[config.mk]
export PLATFORM = sky130hd
export DESIGN_NAME = bin2bcd_seq
export DESIGN_NICKNAME = d
export VERILOG_FILES = /design/src/rtl/div_pkg.sv /design/src/rtl/div_step.sv /design/src/rtl/bin2bcd_seq.sv
export SDC_FILE = /design/constraint.sdc
export NUM_CORES = 1
export LEC_CHECK = 0
export BUFFER_PORTS_ARGS = -buffer_cell sky130_fd_sc_hd__buf_2
export CAP_MARGIN = 15
export CORE_MARGIN = 4
export CORE_UTILIZATION = 50
export CTS_BUF_LIST = sky130_fd_sc_hd__clkbuf_2 sky130_fd_sc_hd__clkbuf_4 sky130_fd_sc_hd__clkbuf_8
export CTS_CLUSTER_DIAMETER = 100
export DETAILED_ROUTE_END_ITERATION = 10
export PLACE_DENSITY_LB_ADDON = 0.1
export SLEW_MARGIN = 10
export SYNTH_ARGS = -nofsm -noshare
export SYNTH_HDL_FRONTEND = slang
export SYNTH_HIERARCHICAL = 1
export SYNTH_SLANG_ARGS = --single-unit
export TNS_END_PERCENT = 50
[constraint.sdc]
create_clock -name clk -period 2.4 [get_ports clk]
set_clock_uncertainty 0.05 [all_clocks]
set_input_delay 0.24 -clock clk [delete_from_list [all_inputs] [get_ports clk]]
set_output_delay 0.24 -clock clk [all_outputs]
set_load 0.01 [all_outputs]
[src/rtl/div_pkg.sv]
// Shared definitions for the sequential binary-to-BCD converter:
// controller states and the fixed restoring-division constants.
package div_pkg;

    typedef enum logic [1:0] {
        IDLE = 2'd0,
        DIV1 = 2'd1,
        DIV2 = 2'd2,
        DONE = 2'd3
    } state_t;

    localparam logic [3:0] DIV_CONST     = 4'd10;
    localparam int         STEPS_PER_DIV = 8;

endpackage

[src/rtl/div_step.sv]
// One restoring-division step: shift the partial remainder left, bring in
// the next numerator bit, subtract the divisor when it fits.
module div_step
    import div_pkg::*;
(
    input  logic [4:0] rem_in,
    input  logic       bit_in,
    input  logic [3:0] divisor,
    output logic [4:0] rem_out,
    output logic       q_bit
);

    logic [4:0] shifted;
    logic       fits;

    // Trial subtraction; rem_in[4] would mean the shifted value is already
    // past 31, which can only be >= divisor, so it forces a subtract.
    always_comb begin
        shifted = {rem_in[3:0], bit_in};
        fits    = rem_in[4] | (shifted >= {1'b0, divisor});
        q_bit   = fits;
        rem_out = fits ? (shifted - {1'b0, divisor}) : shifted;
    end

endmodule

[src/rtl/bin2bcd_seq.sv]
// Sequential 8-bit binary to 3-digit BCD converter. Two back-to-back
// 8-step restoring divisions by 10: the first yields ones and a quotient
// (0..25), the second splits that quotient into tens and hundreds.
// Latency is fixed at 16 edges from accept to out_valid.
module bin2bcd_seq
    import div_pkg::*;
(
    input  logic        clk,
    input  logic        rst_n,
    input  logic        in_valid,
    output logic        in_ready,
    input  logic [7:0]  in_data,
    output logic        out_valid,
    input  logic        out_ready,
    output logic [11:0] bcd,
    output logic        busy
);

    localparam logic [2:0] LAST_STEP = 3'(STEPS_PER_DIV - 1);

    state_t     state;
    logic [7:0] num;
    logic [4:0] rem;
    logic [2:0] cnt;
    logic [3:0] ones;

    logic [4:0] step_rem;
    logic       step_q;
    logic [7:0] next_num;

    // Single shared step unit; the numerator MSB feeds it in both phases.
    div_step u_step (
        .rem_in  (rem),
        .bit_in  (num[7]),
        .divisor (DIV_CONST),
        .rem_out (step_rem),
        .q_bit   (step_q)
    );

    // Numerator register shifts out its MSB and collects quotient bits at
    // the LSB, so after 8 steps it holds the quotient.
    always_comb begin
        next_num = {num[6:0], step_q};
    end

    always_comb begin
        in_ready = (state == IDLE);
        busy     = (state != IDLE);
    end

    // Controller and datapath: accept, two division phases, result hold.
    always_ff @(posedge clk or negedge rst_n) begin
        if (!rst_n) begin
            state     <= IDLE;
            num       <= 8'd0;
            rem       <= 5'd0;
            cnt       <= 3'd0;
            ones      <= 4'd0;
            bcd       <= 12'h000;
            out_valid <= 1'b0;
        end else begin
            case (state)
                IDLE: begin
                    if (in_valid) begin
                        num   <= in_data;
                        rem   <= 5'd0;
                        cnt   <= 3'd0;
                        state <= DIV1;
                    end
                end
                DIV1: begin
                    num <= next_num;
                    if (cnt == LAST_STEP) begin
                        ones  <= step_rem[3:0];
                        rem   <= 5'd0;
                        cnt   <= 3'd0;
                        state <= DIV2;
                    end else begin
                        rem <= step_rem;
                        cnt <= cnt + 3'd1;
                    end
                end
                DIV2: begin
                    num <= next_num;
                    if (cnt == LAST_STEP) begin
                        bcd       <= {next_num[3:0], step_rem[3:0], ones};
                        rem       <= 5'd0;
                        cnt       <= 3'd0;
                        out_valid <= 1'b1;
                        state     <= DONE;
                    end else begin
                        rem <= step_rem;
                        cnt <= cnt + 3'd1;
                    end
                end
                DONE: begin
                    if (out_ready) begin
                        out_valid <= 1'b0;
                        state     <= IDLE;
                    end
                end
                default: begin
                    state <= IDLE;
                end
            endcase
        end
    end

endmodule

== After elaboration in Yosys (flattened, before gate mapping) ==
Cells that the tools add are included.
Cells by class
  $add $sub $neg: 2
  order comparisons: 1
  eq/ne operators: 8
  multiplexer cells: 17
  bitwise gates (word level): 1
  reduce and logical (&&, ||, !) cells: 10
Operators by type and width (number)
  $pmux W8 S2: 1
  $mux W5: 3
  $pmux W5 S2: 1
  $mux W2: 4
  $mux W8: 1
  $ne A2 B2 Y1 const B: 4
  $pmux W2 S4: 1
  $mux W3: 2
  $pmux W3 S2: 1
  $reduce_and A2 Y1: 3
  $reduce_bool A2 Y1: 3
  $ge A5 B4 Y1 const B: 1
  $sub A5 B4 Y5 const B: 1
  $eq A2 B2 Y1 const B: 2
  $reduce_and A4 Y1: 1
  $add A3 B1 Y3 const B: 1
  $eq A3 B3 Y1 const B: 1
  $reduce_and A3 Y1: 1
  $eq A2 B1 Y1 const B: 1
  $logic_not A2 Y1: 1
  $mux W1: 2
  $pmux W1 S2: 1
  $reduce_or A2 Y1: 1
  $or A1 B1 Y1: 1
Word-level totals
  bits in registers: 35
  bits of input ports: 12
  logic and storage cells: 46

== Longest topological paths before layout ==
  word-level depth: 5
  depth in mapped cells: 9

== Cells and area by module ==
Netlist, hierarchy kept.
By module, submodules not included
  bin2bcd_seq: instances 1, cells each 132, area each 1602.8 um2
  div_step: instances 1, cells each 32, area each 260.2 um2

== Worst setup path before layout ==
OpenSTA, ideal clock, no wires.
  path kind: register to register
  from: register rem[2]
  to: register ones[2]
  library setup time: 0.125 ns
  data arrival time: 2.004 ns
  required time: 2.225 ns
  path slack: 0.221 ns
  stages on the path, launching flop included: 7
  buffers on the path: 0
  cells stage by stage: dfrtp_1 > ha_1 > a41o_1 > or3_4 > nor2_8 > mux2_4 > mux2_2
Between the ends
  word-level cells in the longest chain between the ends: 3
RTL lines
  start: declaration: RTL line bin2bcd_seq.sv:23  | logic [4:0] rem;
  start signal: assignment: RTL line bin2bcd_seq.sv:79  | rem <= step_rem;
  start signal: assignment: RTL line bin2bcd_seq.sv:92  | rem <= step_rem;
  $ge A5 B4 Y1: RTL line div_step.sv:20  | fits = rem_in[4] | (shifted >= {1'b0, divisor});
  $or A1 B1 Y1: RTL line div_step.sv:20
  $mux W5: RTL line div_step.sv:22  | rem_out = fits ? (shifted - {1'b0, divisor}) : shifted;
  net step_rem[2]: RTL line bin2bcd_seq.sv:27  | logic [4:0] step_rem;
  end signal: assignment: RTL line bin2bcd_seq.sv:74  | ones <= step_rem[3:0];
  end: declaration: RTL line bin2bcd_seq.sv:25  | logic [3:0] ones;
The timed path passes the listed nets, and every way through them passes these cells.
A chain may end at the register's enable or synchronous reset.

== Final worst setup path ==
Ends and elaborated chain as after synthesis.

==> results.py <==
metrics = {
    "status": {
        "status": "complete, no violations",
    },
    "pwr": {
        "pwr-share-comb_pct": 50.8,
        "pwr-share-clk_pct": 16.6,
        "p_int_mw": 1.94,
        "seq_power_share_pct": 32.6,
        "p_sw_mw": 1.23,
        "ir_drop_mv": 0.791,
        "switching_share_pct": 38.9,
        "power.density_nw_per_um2": 1470,
        "p_leak_nw": 1.04,
    },
    "yosys": {
        "avgSynthCellArea_um2": 11.4,
        "yosysMostFrequentCell": "dfrtp_1",
        "ys_types": 35,
        "synth.top_cell.area_share_pct": 47.0,
        "synth_area_um2": 1860,
        "synth_edf_count": 0,
        "ys_seq_elements": 35,
        "postSynthCellCount": 164,
        "yosysSeqAreaShare_pct": 47.0,
        "ys.flop_type": "dfrtp_1",
        "synth_common_cells": "dfrtp_1 (35), nand2_1 (22), mux2_2 (16), o21ai_0 (16), ha_1 (12)",
        "async_reset_ff_share_pct": 100,
        "ys_top_cells_by_area": "dfrtp_1 (47%), mux2_2 (9.7%), ha_1 (8.1%)",
        "yosysWarnings": 6,
        "yosys.area.top_type": "dfrtp_1",
    },
    "cts": {
        "clk_latency_ns": 0.28,
        "post-cts-setup-buffers": 0,
        "htree_levels": 2,
        "cts_resized": 0,
        "cts_tree": "yes",
        "clockRootBuffer": "clkbuf_8",
        "cts_buffer_depth": 2,
        "cts.sinks": 35,
        "clk_pin_slew_ns": 0.07,
        "cts_buffers": 5,
    },
    "min_path": {
        "hold_start": "in_data[5]",
        "hold_class": "primary input to flip-flop",
    },
    "floorplanning": {
        "fp-row-count": 21,
        "core_um2": 3470,
        "start_util_pct": 53.7,
        "die_h_um": 69.0,
        "die_x_um": 69.0,
        "dieArea_um2": 4770,
        "num_io_pins": 27,
    },
    "global_route": {
        "track_usage_pct": 15.5,
        "grt_max_degree": 36,
        "grt_first_pass_wirelength_um": 5910,
        "antenna_found_initial": 0,
        "grt_remaining_overflow": 0,
        "grt_pass1_vias": 1256,
    },
    "critical_path": {
        "cp_max_fo": 4,
        "critPathLaunchType": "flip-flop",
        "critPathArrivalTime_ns": 2.40,
        "critical_path_required_ns": 2.52,
        "crit_type": "flip-flop to flip-flop",
        "reg2reg_from": "rem[2]",
        "end_kind": "flip-flop",
        "crit_start": "rem[2]",
    },
    "final_layout": {
        "synthToLayoutAreaGrowth_pct": 16.3,
        "final_nets": 222,
        "antenna_cells": 0,
        "drive_gt1_share_pct": 30.3,
        "finish.utilization_pct": 62.4,
        "n_fill_cell": 314,
    },
    "timing": {
        "min_period_over_period_pct": 95.0,
        "min_period_ns": 2.28,
        "max_slew_margin_pct": 47.6,
        "hold_viol_final": 0,
        "worst_pin_slew_ns": 0.786,
        "rsz0062_at_grt": "no",
        "tns_ns": 0,
        "setup_viol": 0,
        "finalMaxSlewViolations": 0,
        "max_freq_mhz": 439,
    },
    "detailed_routing": {
        "vias": 1256,
        "drt-initial-drc-count": 51,
        "drcViolationCount": 0,
        "wl_per_cell_um": 14.0,
        "wl_um": 3410,
        "vias_per_cell": 5.15,
        "dr.pass1.iters": 4,
        "ant_nets": 0,
    },
    "place": {
        "place.gp.congestion": 0.893,
        "io_buffer_count": 26,
        "dp_hpwl_um": 2550,
    },
    "run": {
        "drv_cap": 0,
    },
}
## flip-flops by register name (all words and copies together), names as in the netlist
name	flops
rem	5
out_valid	1
num	8
state	2
ones	4
cnt	3
bcd	12
## worst max-delay path: stages (launching register included)
cell     delay (ns)
dfrtp_1        0.40
ha_1           0.35
a41o_1         0.29
or3_4          0.38
nor2_8         0.13
mux2_4         0.32
mux2_2         0.26
## cells in the final DEF, fill, tap and decap left out, drive strengths merged
master / n
o21bai: 1
nor3: 2
a2bb2oi: 1
dlygate4sd3: 1
or2b: 2
buf: 28
clkbuf: 5
nor2b: 5
o2bb2ai: 1
xnor2: 1
nand2: 22
inv: 11
a2111oi: 1
o31a: 1
a21oi: 2
o21a: 2
or3: 1
ha: 12
conb: 5
fa: 1
o21ai: 16
nand3: 1
a41o: 1
a211oi: 1
bufinv: 1
clkinv: 2
mux2i: 11
a32o: 2
nor2: 5
mux2: 18
dfrtp: 35
## kinds of logic after synthesis
kind of cell    share of synthesized area [%]
compound gates                           10.9
xor+xnor                                0.470
fa+ha+maj                                9.13
buf+inv                                  4.23
flops                                    47.0
mux                                      17.2
other cells                             0.403
simple gates                             10.6
## per-stage QoR
stage                     hold slack [ns]  cells  worst slack, ns  instance area (um2)  power [mW]
final                               0.192    244            0.120                 2170        3.17
after CTS                           0.190    244            0.120                 2170        3.21
after floorplan                    -0.106    167            0.221                 1870        2.25
after detailed placement            0.312    235            0.127                 2040        2.67
after global routing                0.188    244           0.0712                 2170        3.45
after global placement              0.306    235            0.186                 2040        2.60
## power by group through the flow
| stage | sequential (mW) | clock, mW | combinational, mW |
|---|---|---|---|
| after global placement | 1.03 | 0 | 1.57 |
| final | 1.03 | 0.527 | 1.61 |
| after floorplan | 1.06 | 0 | 1.19 |
| after CTS | 1.04 | 0.540 | 1.63 |
| after global routing | 1.08 | 0.575 | 1.80 |
| after detailed placement | 1.05 | 0 | 1.62 |
## final timing paths
path | end | slack, ns | cells after the start
min reg2reg | num[5] | 0.44 | 2
min in group asynchronous | out_valid | 0.52 | 2
min | num[5] | 0.19 | 3
max | ones[2] | 0.12 | 6
max reg2reg | ones[2] | 0.12 | 6
max in group asynchronous | bcd[10] | 1.28 | 2
## per-layer routing
layer	share of wire [%]	up-vias	GRT usage [%]	wire (um)
li1	-	622	-	-
met1	46	613	19.1	1560
met2	50	19	26.4	1720
met3	3.3	2	4.51	114
met4	0.56	0	4.56	19
met5	0	-	0	0
## cell type report
cell class,count,area (um2),area share [%]
sequential,35,876,40.4
clock inverter,3,43.8,2.02
tap,46,57.6,2.66
multi-input combinational,115,923,42.6
inverter,11,41.3,1.91
clock buffer,5,68.8,3.18
timing repair buffer,29,155,7.16
## repair_timing
action / in CTS / in global routing
hold buffers: 1 / 0
setup endpoints to repair: 0 / 0
endpoints found under the hold margin: 11 / 0
Power figures use the tool's default switching activity.
